===== src/rtl/rsa_pkg.sv =====
// Shared types and default sizing for the serial chunk adder.
package rsa_pkg;

   typedef enum logic [1:0] {
      ST_IDLE,
      ST_RUN,
      ST_DONE
   } state_t;

   localparam int DEF_WIDTH = 32;
   localparam int DEF_CHUNK = 8;

endpackage


===== src/rtl/chunk_adder.sv =====
// Combinational CHUNK-bit adder with carry in/out; one slice of the serial datapath.
module chunk_adder #(
   parameter int CHUNK = 8
) (
   input  logic [CHUNK-1:0] a,
   input  logic [CHUNK-1:0] b,
   input  logic             ci,
   output logic [CHUNK-1:0] sum,
   output logic             co
);

   assign {co, sum} = {1'b0, a} + {1'b0, b} + {{CHUNK{1'b0}}, ci};

endmodule


===== src/rtl/serial_chunk_adder.sv =====
// Multi-cycle adder/subtractor processing CHUNK bits per clock, LSB chunk first.
// Subtraction is enabled by defining SERIAL_CHUNK_ADDER_SUB_EN; otherwise op_sub is ignored.
module serial_chunk_adder
   import rsa_pkg::*;
#(
   parameter int WIDTH = DEF_WIDTH,
   parameter int CHUNK = DEF_CHUNK
) (
   input  logic             clk,
   input  logic             rst_n,
   input  logic             start,
   input  logic             op_sub,
   input  logic [WIDTH-1:0] a,
   input  logic [WIDTH-1:0] b,
   output logic             busy,
   output logic             done,
   output logic [WIDTH-1:0] sum,
   output logic             co
);

   localparam int N  = (CHUNK >= 1) ? WIDTH / CHUNK : 1;
   localparam int CW = (N == 1) ? 1 : $clog2(N) + 1;

   generate
      if (CHUNK < 1 || (WIDTH % ((CHUNK >= 1) ? CHUNK : 1)) != 0) begin : g_bad_cfg
         $error("serial_chunk_adder: WIDTH must be a positive multiple of CHUNK");
      end
   endgenerate

   state_t          state_q, state_d;
   logic [WIDTH-1:0] a_q, a_d;
   logic [WIDTH-1:0] b_q, b_d;
   logic [WIDTH-1:0] sum_q, sum_d;
   logic [CW-1:0]    cnt_q, cnt_d;
   logic             carry_q, carry_d;
   logic             co_q, co_d;

   logic [CHUNK-1:0] ch_sum;
   logic             ch_co;
   logic             sub_en;

`ifdef SERIAL_CHUNK_ADDER_SUB_EN
   assign sub_en = op_sub;
`else
   logic unused_op_sub;
   assign unused_op_sub = op_sub;
   assign sub_en        = 1'b0;
`endif

   // Operands shift right each RUN cycle, so the active chunk is always the low slice.
   chunk_adder #(.CHUNK(CHUNK)) u_chunk_adder (
      .a   (a_q[CHUNK-1:0]),
      .b   (b_q[CHUNK-1:0]),
      .ci  (carry_q),
      .sum (ch_sum),
      .co  (ch_co)
   );

   always_ff @(posedge clk or negedge rst_n) begin
      if (!rst_n) begin
         state_q <= ST_IDLE;
         a_q     <= '0;
         b_q     <= '0;
         sum_q   <= '0;
         cnt_q   <= '0;
         carry_q <= 1'b0;
         co_q    <= 1'b0;
      end else begin
         state_q <= state_d;
         a_q     <= a_d;
         b_q     <= b_d;
         sum_q   <= sum_d;
         cnt_q   <= cnt_d;
         carry_q <= carry_d;
         co_q    <= co_d;
      end
   end

   always_comb begin
      state_d = state_q;
      a_d     = a_q;
      b_d     = b_q;
      sum_d   = sum_q;
      cnt_d   = cnt_q;
      carry_d = carry_q;
      co_d    = co_q;

      unique case (state_q)
         ST_IDLE, ST_DONE: begin
            if (start) begin
               state_d = ST_RUN;
               a_d     = a;
               b_d     = sub_en ? ~b : b;
               carry_d = sub_en;
               cnt_d   = '0;
            end else if (state_q == ST_DONE) begin
               state_d = ST_IDLE;
            end
         end
         ST_RUN: begin
            sum_d[cnt_q*CHUNK +: CHUNK] = ch_sum;
            carry_d = ch_co;
            a_d     = a_q >> CHUNK;
            b_d     = b_q >> CHUNK;
            if (cnt_q == CW'(N - 1)) begin
               state_d = ST_DONE;
               co_d    = ch_co;
            end else begin
               cnt_d = cnt_q + 1'b1;
            end
         end
         default: state_d = ST_IDLE;
      endcase
   end

   assign busy = (state_q == ST_RUN);
   assign done = (state_q == ST_DONE);
   assign sum  = sum_q;
   assign co   = co_q;

endmodule


===== config.mk =====
export PLATFORM = sky130hd
export DESIGN_NAME = serial_chunk_adder
export DESIGN_NICKNAME = d
export VERILOG_FILES = /design/src/rtl/rsa_pkg.sv /design/src/rtl/chunk_adder.sv /design/src/rtl/serial_chunk_adder.sv
export SDC_FILE = /design/constraint.sdc
export NUM_CORES = 1
export LEC_CHECK = 0
export BUFFER_PORTS_ARGS = -buffer_cell sky130_fd_sc_hd__buf_2
export CAP_MARGIN = 0
export CORE_ASPECT_RATIO = 1.75
export CORE_MARGIN = 4
export CORE_UTILIZATION = 49
export CTS_CLUSTER_DIAMETER = 50
export CTS_CLUSTER_SIZE = 25
export DETAILED_ROUTE_END_ITERATION = 16
export PLACE_DENSITY = 0.76
export SLEW_MARGIN = 20
export SYNTH_ARGS = -nofsm -noshare
export SYNTH_HDL_FRONTEND = slang
export SYNTH_SLANG_ARGS = --single-unit

===== constraint.sdc =====
create_clock -name clk -period 2.4 [get_ports clk]
set_input_delay 0.12 -clock clk [delete_from_list [all_inputs] [get_ports clk]]
set_output_delay 0.12 -clock clk [all_outputs]
set_load 0.03 [all_outputs]

==> metrics, run 1 <==
Sw Ratio=40.8%; worst flop-to-flop path startpoint=a_q[0]; YS warnings=0; Multi-input gate area=0.00199 sq mm; TNS Setup=0 ps; Distinct cells, synth=38; #FFs+latches synth=103; Routed WL per cell=16.3 um; hold_sp=a[25]; wirelength, routed=10.1 mm; register share of total power=38.0%; outcome=finished clean; final period utilization=95.5%; CTS max path bufs=2; NetSw=3.06 mW; type of the worst min-delay path=input port to register; CTS tree=yes; initial antenna violation count=0; largest net degree at the start of global routing=64; Pre-antenna DRT Iters=4; Num CTS Buffers=9; number of global-route vias before repair=3385; Slowest-stage cell, CP=fa_2; first-pass GRT wire length=16.4 mm; Setup Viol. Count Final=0; GRT overflow=0; Final Hold Fails=0; Hold Path Depth=2; WHS=8.89 ps; clock sink total=103; asr flop ratio synth=100%; Min-Delay Endpoint=a_q[25]; syn avg cell area=11.9 sq um; Post-Route Utilization=61.9%; Area after DPL=0.00528 sq mm; Worst setup SP type=register; DR iter-0 viols=185; Synth Instances=390; dpl cells=597; clock root cell=clkbuf_16; critical path's largest stage delay=430 ps; register area=0.00258 sq mm; reg-to-reg slack, setup=110 ps; Critical Path AT=2510 ps; number of placement rows=46; Vias=3285; dpl hpwl=7.51 mm; CP required=2620 ps; power density cells=1320 mW/mm^2; Clk pin slew, worst setup/hold paths=60 ps; GP Congestion=0.791; vias per cell=5.29; Initial Util=50.8%; LEAKAGE=2.93 nW; final antenna-violating net count=0; Period minus WS final=2290 ps; Nets=581; RSZ-0062 raised after global routing=false; Top FF cell, synth=dfrtp_1; CP max FO=4; post-route cell area=0.00566 sq mm; # diodes=0; combinational share of power=45.3%; R2R depth=6; crit-path cells=fa_2 > fa_1 > a21o_1 > a221oi_4 > xnor2_2 > mux2_2; Die Area=0.0112 sq mm; commonest non-fill, non-tap cell in the layout=dfrtp_1; synthesized cell area=0.00465 sq mm; Die Wd=81.7 um; Critical R2R Capture=sum[14]; Chip Height=137 um; layout cell share with drive strength beyond 1=32.3%; Non-Filler Instances=621; register area share after synthesis=55.4%; EDFF count, synth=0; commonest cells after routing, fill and taps aside=103 x dfrtp_1, 100 x buf_2, 56 x o21ai_0; H-Tree Depth=3; CP Class=register to register; Worst-Skew Late Latency=340 ps; Int Pwr=4.43 mW; CP Capture Type=register; clock share of power=16.7%; relative slew slack=42.0%; Peak VDD IR=0.693 mV; synthesized net count=471; maximum capacitance violations=0; Pins Over Slew Limit=0; Fmax=436 MHz; Fill cells=728; port buffer count=101; Slew @ Worst Pin=870 ps; Layout Skew=7.71 ps; drc violations=0; Syn-to-layout area delta=21.8%; Total GRT Usage=19.3%; core outline area=0.00915 sq mm; # IOs=103
stage by stage:
step	power (mW)	setup slack (ps)
2_1_floorplan	5.31	163
3_3_place_gp	6.08	70.1
3_5_place_dp	6.25	16.8
4_1_cts	7.54	9.74
5_1_grt	8.02	11.9
6_report	7.49	108
state kept, by name, summed over array words and instances, names as in the netlist:
register,count
a_q,32
b_q,32
carry_q,1
cnt_q,3
co,1
state_q,2
sum,32
cells by family after synthesis:
group / Yosys count / share of synthesized area, %
flip-flops: 103 / 55.4
AO/OA/AOI/OAI: 89 / 12.2
multiplexers: 78 / 17.6
AND/OR/NAND/NOR: 77 / 7.67
buffers and inverters: 25 / 2.45
adder cells (fa/ha/maj): 13 / 3.82
XOR/XNOR: 5 / 0.942
worst max-delay path by stage:
stage / start / to / slack [ps] / cells past startpoint
global route: a_q[0] / sum[14] / 10 / 6
floorplan: a_q[0] / sum[6] / 160 / 6
global placement: a_q[0] / sum[14] / 70 / 6
detailed placement: a_q[0] / sum[14] / 20 / 6
CTS: a_q[0] / sum[14] / 10 / 6
finish: a_q[0] / sum[14] / 110 / 6
critical path, delay by kind of cell, from the launching register on:
kind            cells  cell delay [ps]
fa+ha+maj           2              840
mux                 1              270
xor+xnor            1              120
compound gates      2              550
flops               1              400
cell usage after synthesis (3+ instances only):
cell      number  area share, %
a21o_1         4           0.65
a21oi_1        3           0.32
a22o_1        16            3.0
buf_2          7           0.75
buf_4          3           0.48
clkbuf_1      10           0.81
dfrtp_1      103             55
ha_1          11            3.0
inv_1          5           0.40
mux2_2        29            7.0
mux2i_1       49             11
nand2_1       55            4.4
nand3_1        3           0.32
o21ai_0       56            6.0
xnor2_1        3           0.56
routing by layer:
layer | vias up | wire length, um | share of wire (%) | GRT usage [%]
met4 | 0 | 208 | 2.1 | 7.67
met5 | - | 0 | 0 | 0
met3 | 13 | 385 | 3.8 | 2.96
li1 | 1607 | - | - | -
met1 | 1579 | 3950 | 39 | 22.9
met2 | 86 | 5580 | 55 | 34.4
final cells by class:
type	count	area share [%]
multi-input combinational	262	35.1
tap	120	2.65
sequential	103	45.5
timing repair buffer	119	12.1
clock buffer	10	4.04
inverter	5	0.331
clock inverter	2	0.221
power by group through the flow:
stage          sequential [mW]  combinational, mW  clock [mW]
6_report                  2.85               3.40        1.25
4_1_cts                   2.85               3.40        1.28
3_3_place_gp              2.84               3.24           0
3_5_place_dp              2.88               3.37           0
2_1_floorplan             3.27               2.03           0
5_1_grt                   2.92               3.76        1.34
repair_timing:
action	in CTS	in global routing
hold endpoints to repair	51	0
resized for setup	0	3
hold buffers	12	0
setup buffers	0	0
endpoints found under the setup margin	0	4
No activity file was read; power rests on OpenSTA's default activity.
==> run 2, diff against run 1 <==
--- a/config.mk
+++ b/config.mk
@@ -14,6 +14,7 @@
 export CTS_CLUSTER_SIZE = 25
 export DETAILED_ROUTE_END_ITERATION = 16
 export PLACE_DENSITY = 0.76
+export SETUP_SLACK_MARGIN = 0.2
 export SLEW_MARGIN = 20
 export SYNTH_ARGS = -nofsm -noshare
 export SYNTH_HDL_FRONTEND = slang
==> run 2 against run 1 <==
Compared with the run above: highest routed layer unchanged; largest cell class unchanged; die area did not move; count of clock-buffer cells in the layout is 1 higher; final cell count grew 1.3%; maximum frequency up 5.5%; worst hold slack improved by 2.0 ps; clock skew shrank 0.59 ps; largest power group unchanged.
==> metrics, run 2 (synthesis results as in run 1) <==
clock root cell=clkbuf_16 (unchanged); Post-Route Utilization=63.6% (was 61.9%); Non-Filler Instances=629 (was 621); Worst setup SP type=register (unchanged); core outline area=0.00915 sq mm (unchanged); drc violations=0 (unchanged); relative slew slack=40.2% (was 42.0%); Chip Height=137 um (unchanged); Syn-to-layout area delta=25.2% (was 21.8%); GRT overflow=0 (unchanged); Vias=3323 (was 3285); hold_sp=b[28] (was a[25]); TNS Setup=0 ps (unchanged); Critical Path AT=2400 ps (was 2510 ps); wirelength, routed=10.2 mm (was 10.1 mm); DR iter-0 viols=171 (was 185); number of global-route vias before repair=3428 (was 3385); Worst-Skew Late Latency=350 ps (was 340 ps); Die Wd=81.7 um (unchanged); clock sink total=103 (unchanged); Hold Path Depth=2 (unchanged); Initial Util=50.8% (unchanged); Pre-antenna DRT Iters=4 (unchanged); Routed WL per cell=16.3 um (about the same); CTS max path bufs=2 (unchanged); Critical R2R Capture=sum[14] (unchanged); Clk pin slew, worst setup/hold paths=60 ps (about the same); number of placement rows=46 (unchanged); layout cell share with drive strength beyond 1=33.8% (was 32.3%); power density cells=1360 mW/mm^2 (was 1320 mW/mm^2); Peak VDD IR=0.731 mV (was 0.693 mV); # IOs=103 (unchanged); R2R depth=6 (unchanged); WHS=10.8 ps (was 8.89 ps); maximum capacitance violations=0 (unchanged); CP Capture Type=register (unchanged); total power=7.91 mW (was 7.49 mW); Fill cells=722 (was 728); reg-to-reg slack, setup=230 ps (was 110 ps); vias per cell=5.28 (was 5.29); LEAKAGE=2.99 nW (was 2.93 nW); Fmax=460 MHz (was 436 MHz); GP Congestion=0.784 (was 0.791); dpl hpwl=7.32 mm (was 7.51 mm); largest net degree at the start of global routing=100 (was 64); Setup Viol. Count Final=0 (unchanged); Min-Delay Endpoint=b_q[28] (was a_q[25]); final antenna-violating net count=0 (unchanged); CP Class=register to register (unchanged); Final Hold Fails=0 (unchanged); CP required=2630 ps (was 2620 ps); Total GRT Usage=19.9% (was 19.3%); Die Area=0.0112 sq mm (unchanged); Slew @ Worst Pin=898 ps (was 870 ps); initial antenna violation count=0 (unchanged); CTS tree=yes (unchanged); # diodes=0 (unchanged); Pins Over Slew Limit=0 (unchanged); Period minus WS final=2170 ps (was 2290 ps); Nets=585 (was 581); Layout Skew=7.12 ps (was 7.71 ps); final period utilization=90.5% (was 95.5%); CP max FO=4 (unchanged); commonest non-fill, non-tap cell in the layout=dfrtp_1 (unchanged); port buffer count=101 (unchanged); H-Tree Depth=3 (unchanged); type of the worst min-delay path=input port to register (unchanged); dpl cells=595 (was 597); first-pass GRT wire length=16.7 mm (was 16.4 mm); RSZ-0062 raised after global routing=true (was false); Num CTS Buffers=9 (unchanged); outcome=finished clean (unchanged); worst flop-to-flop path startpoint=carry_q (was a_q[0]); commonest cells after routing, fill and taps aside=102 x dfrtp_1, 100 x buf_2, 56 x o21ai_0 (was 103 x dfrtp_1, 100 x buf_2, 56 x o21ai_0)
run 2: changes by cell type in the layout (fill, tap and decap cells not counted), sizes merged:
cell | before | now
clkbuf | 10 | 11
buf | 107 | 109
bufinv | 0 | 2
clkinvlp | 1 | 2
dlygate4sd3 | 12 | 14
run 2: cell type report:
class / instances / area [sq um] / share of cell area [%]
repair buffers: 123 / 733 / 12.6
multi-input cells: 262 / 2010 / 34.5
clock buffers: 11 / 253 / 4.34
well taps: 120 / 150 / 2.58
flip-flops and latches: 103 / 2580 / 44.3
inverters: 5 / 18.8 / 0.322
clock inverters: 5 / 80.1 / 1.38
run 2: per-layer routing:
layer	GRT usage, %	share of wire, %
met4	12.0	4.2
met3	2.37	3.8
met2	35.0	54
met5	0	0
met1	22.5	38
run 2: worst max path at each step:
stage | startpoint | end | slack [ps] | cells past startpoint
CTS | carry_q | sum[14] | 190 | 6
global placement | a_q[0] | sum[22] | 130 | 6
floorplan | a_q[0] | sum[6] | 210 | 6
finish | carry_q | sum[14] | 230 | 6
detailed placement | a_q[0] | sum[30] | 80 | 6
global route | carry_q | sum[22] | 130 | 6
run 2: critical path, cell delays in order (launching register included):
cell      delay, ps
dfrtp_1         410
fa_2            430
fa_2            350
a21o_1          210
a221oi_4        280
xnor2_2         120
mux2_2          270
run 2: repair_timing:
item                       CTS  global route
hold endpoints to repair    38             0
buffers inserted             3             1
hold buffers                14             0
pin swaps                    4             1
gates resized for setup      3             3
setup endpoints to repair   11            23
cloned                       0             0
run 2: where the power goes:
group	switching, mW	internal (mW)	leakage [nW]	total [mW]
Clock	0.627	0.968	0.158	1.60
Combinational	2.10	1.37	1.52	3.47
Sequential	0.422	2.42	1.31	2.84
Total	3.15	4.76	2.99	7.91
run 2: stage by stage:
stage | setup WS [ps] | instance area, sq um
2_1_floorplan | 214 | 4650
3_3_place_gp | 131 | 5280
3_5_place_dp | 83.3 | 5280
4_1_cts | 185 | 5800
5_1_grt | 131 | 5820
6_report | 227 | 5820
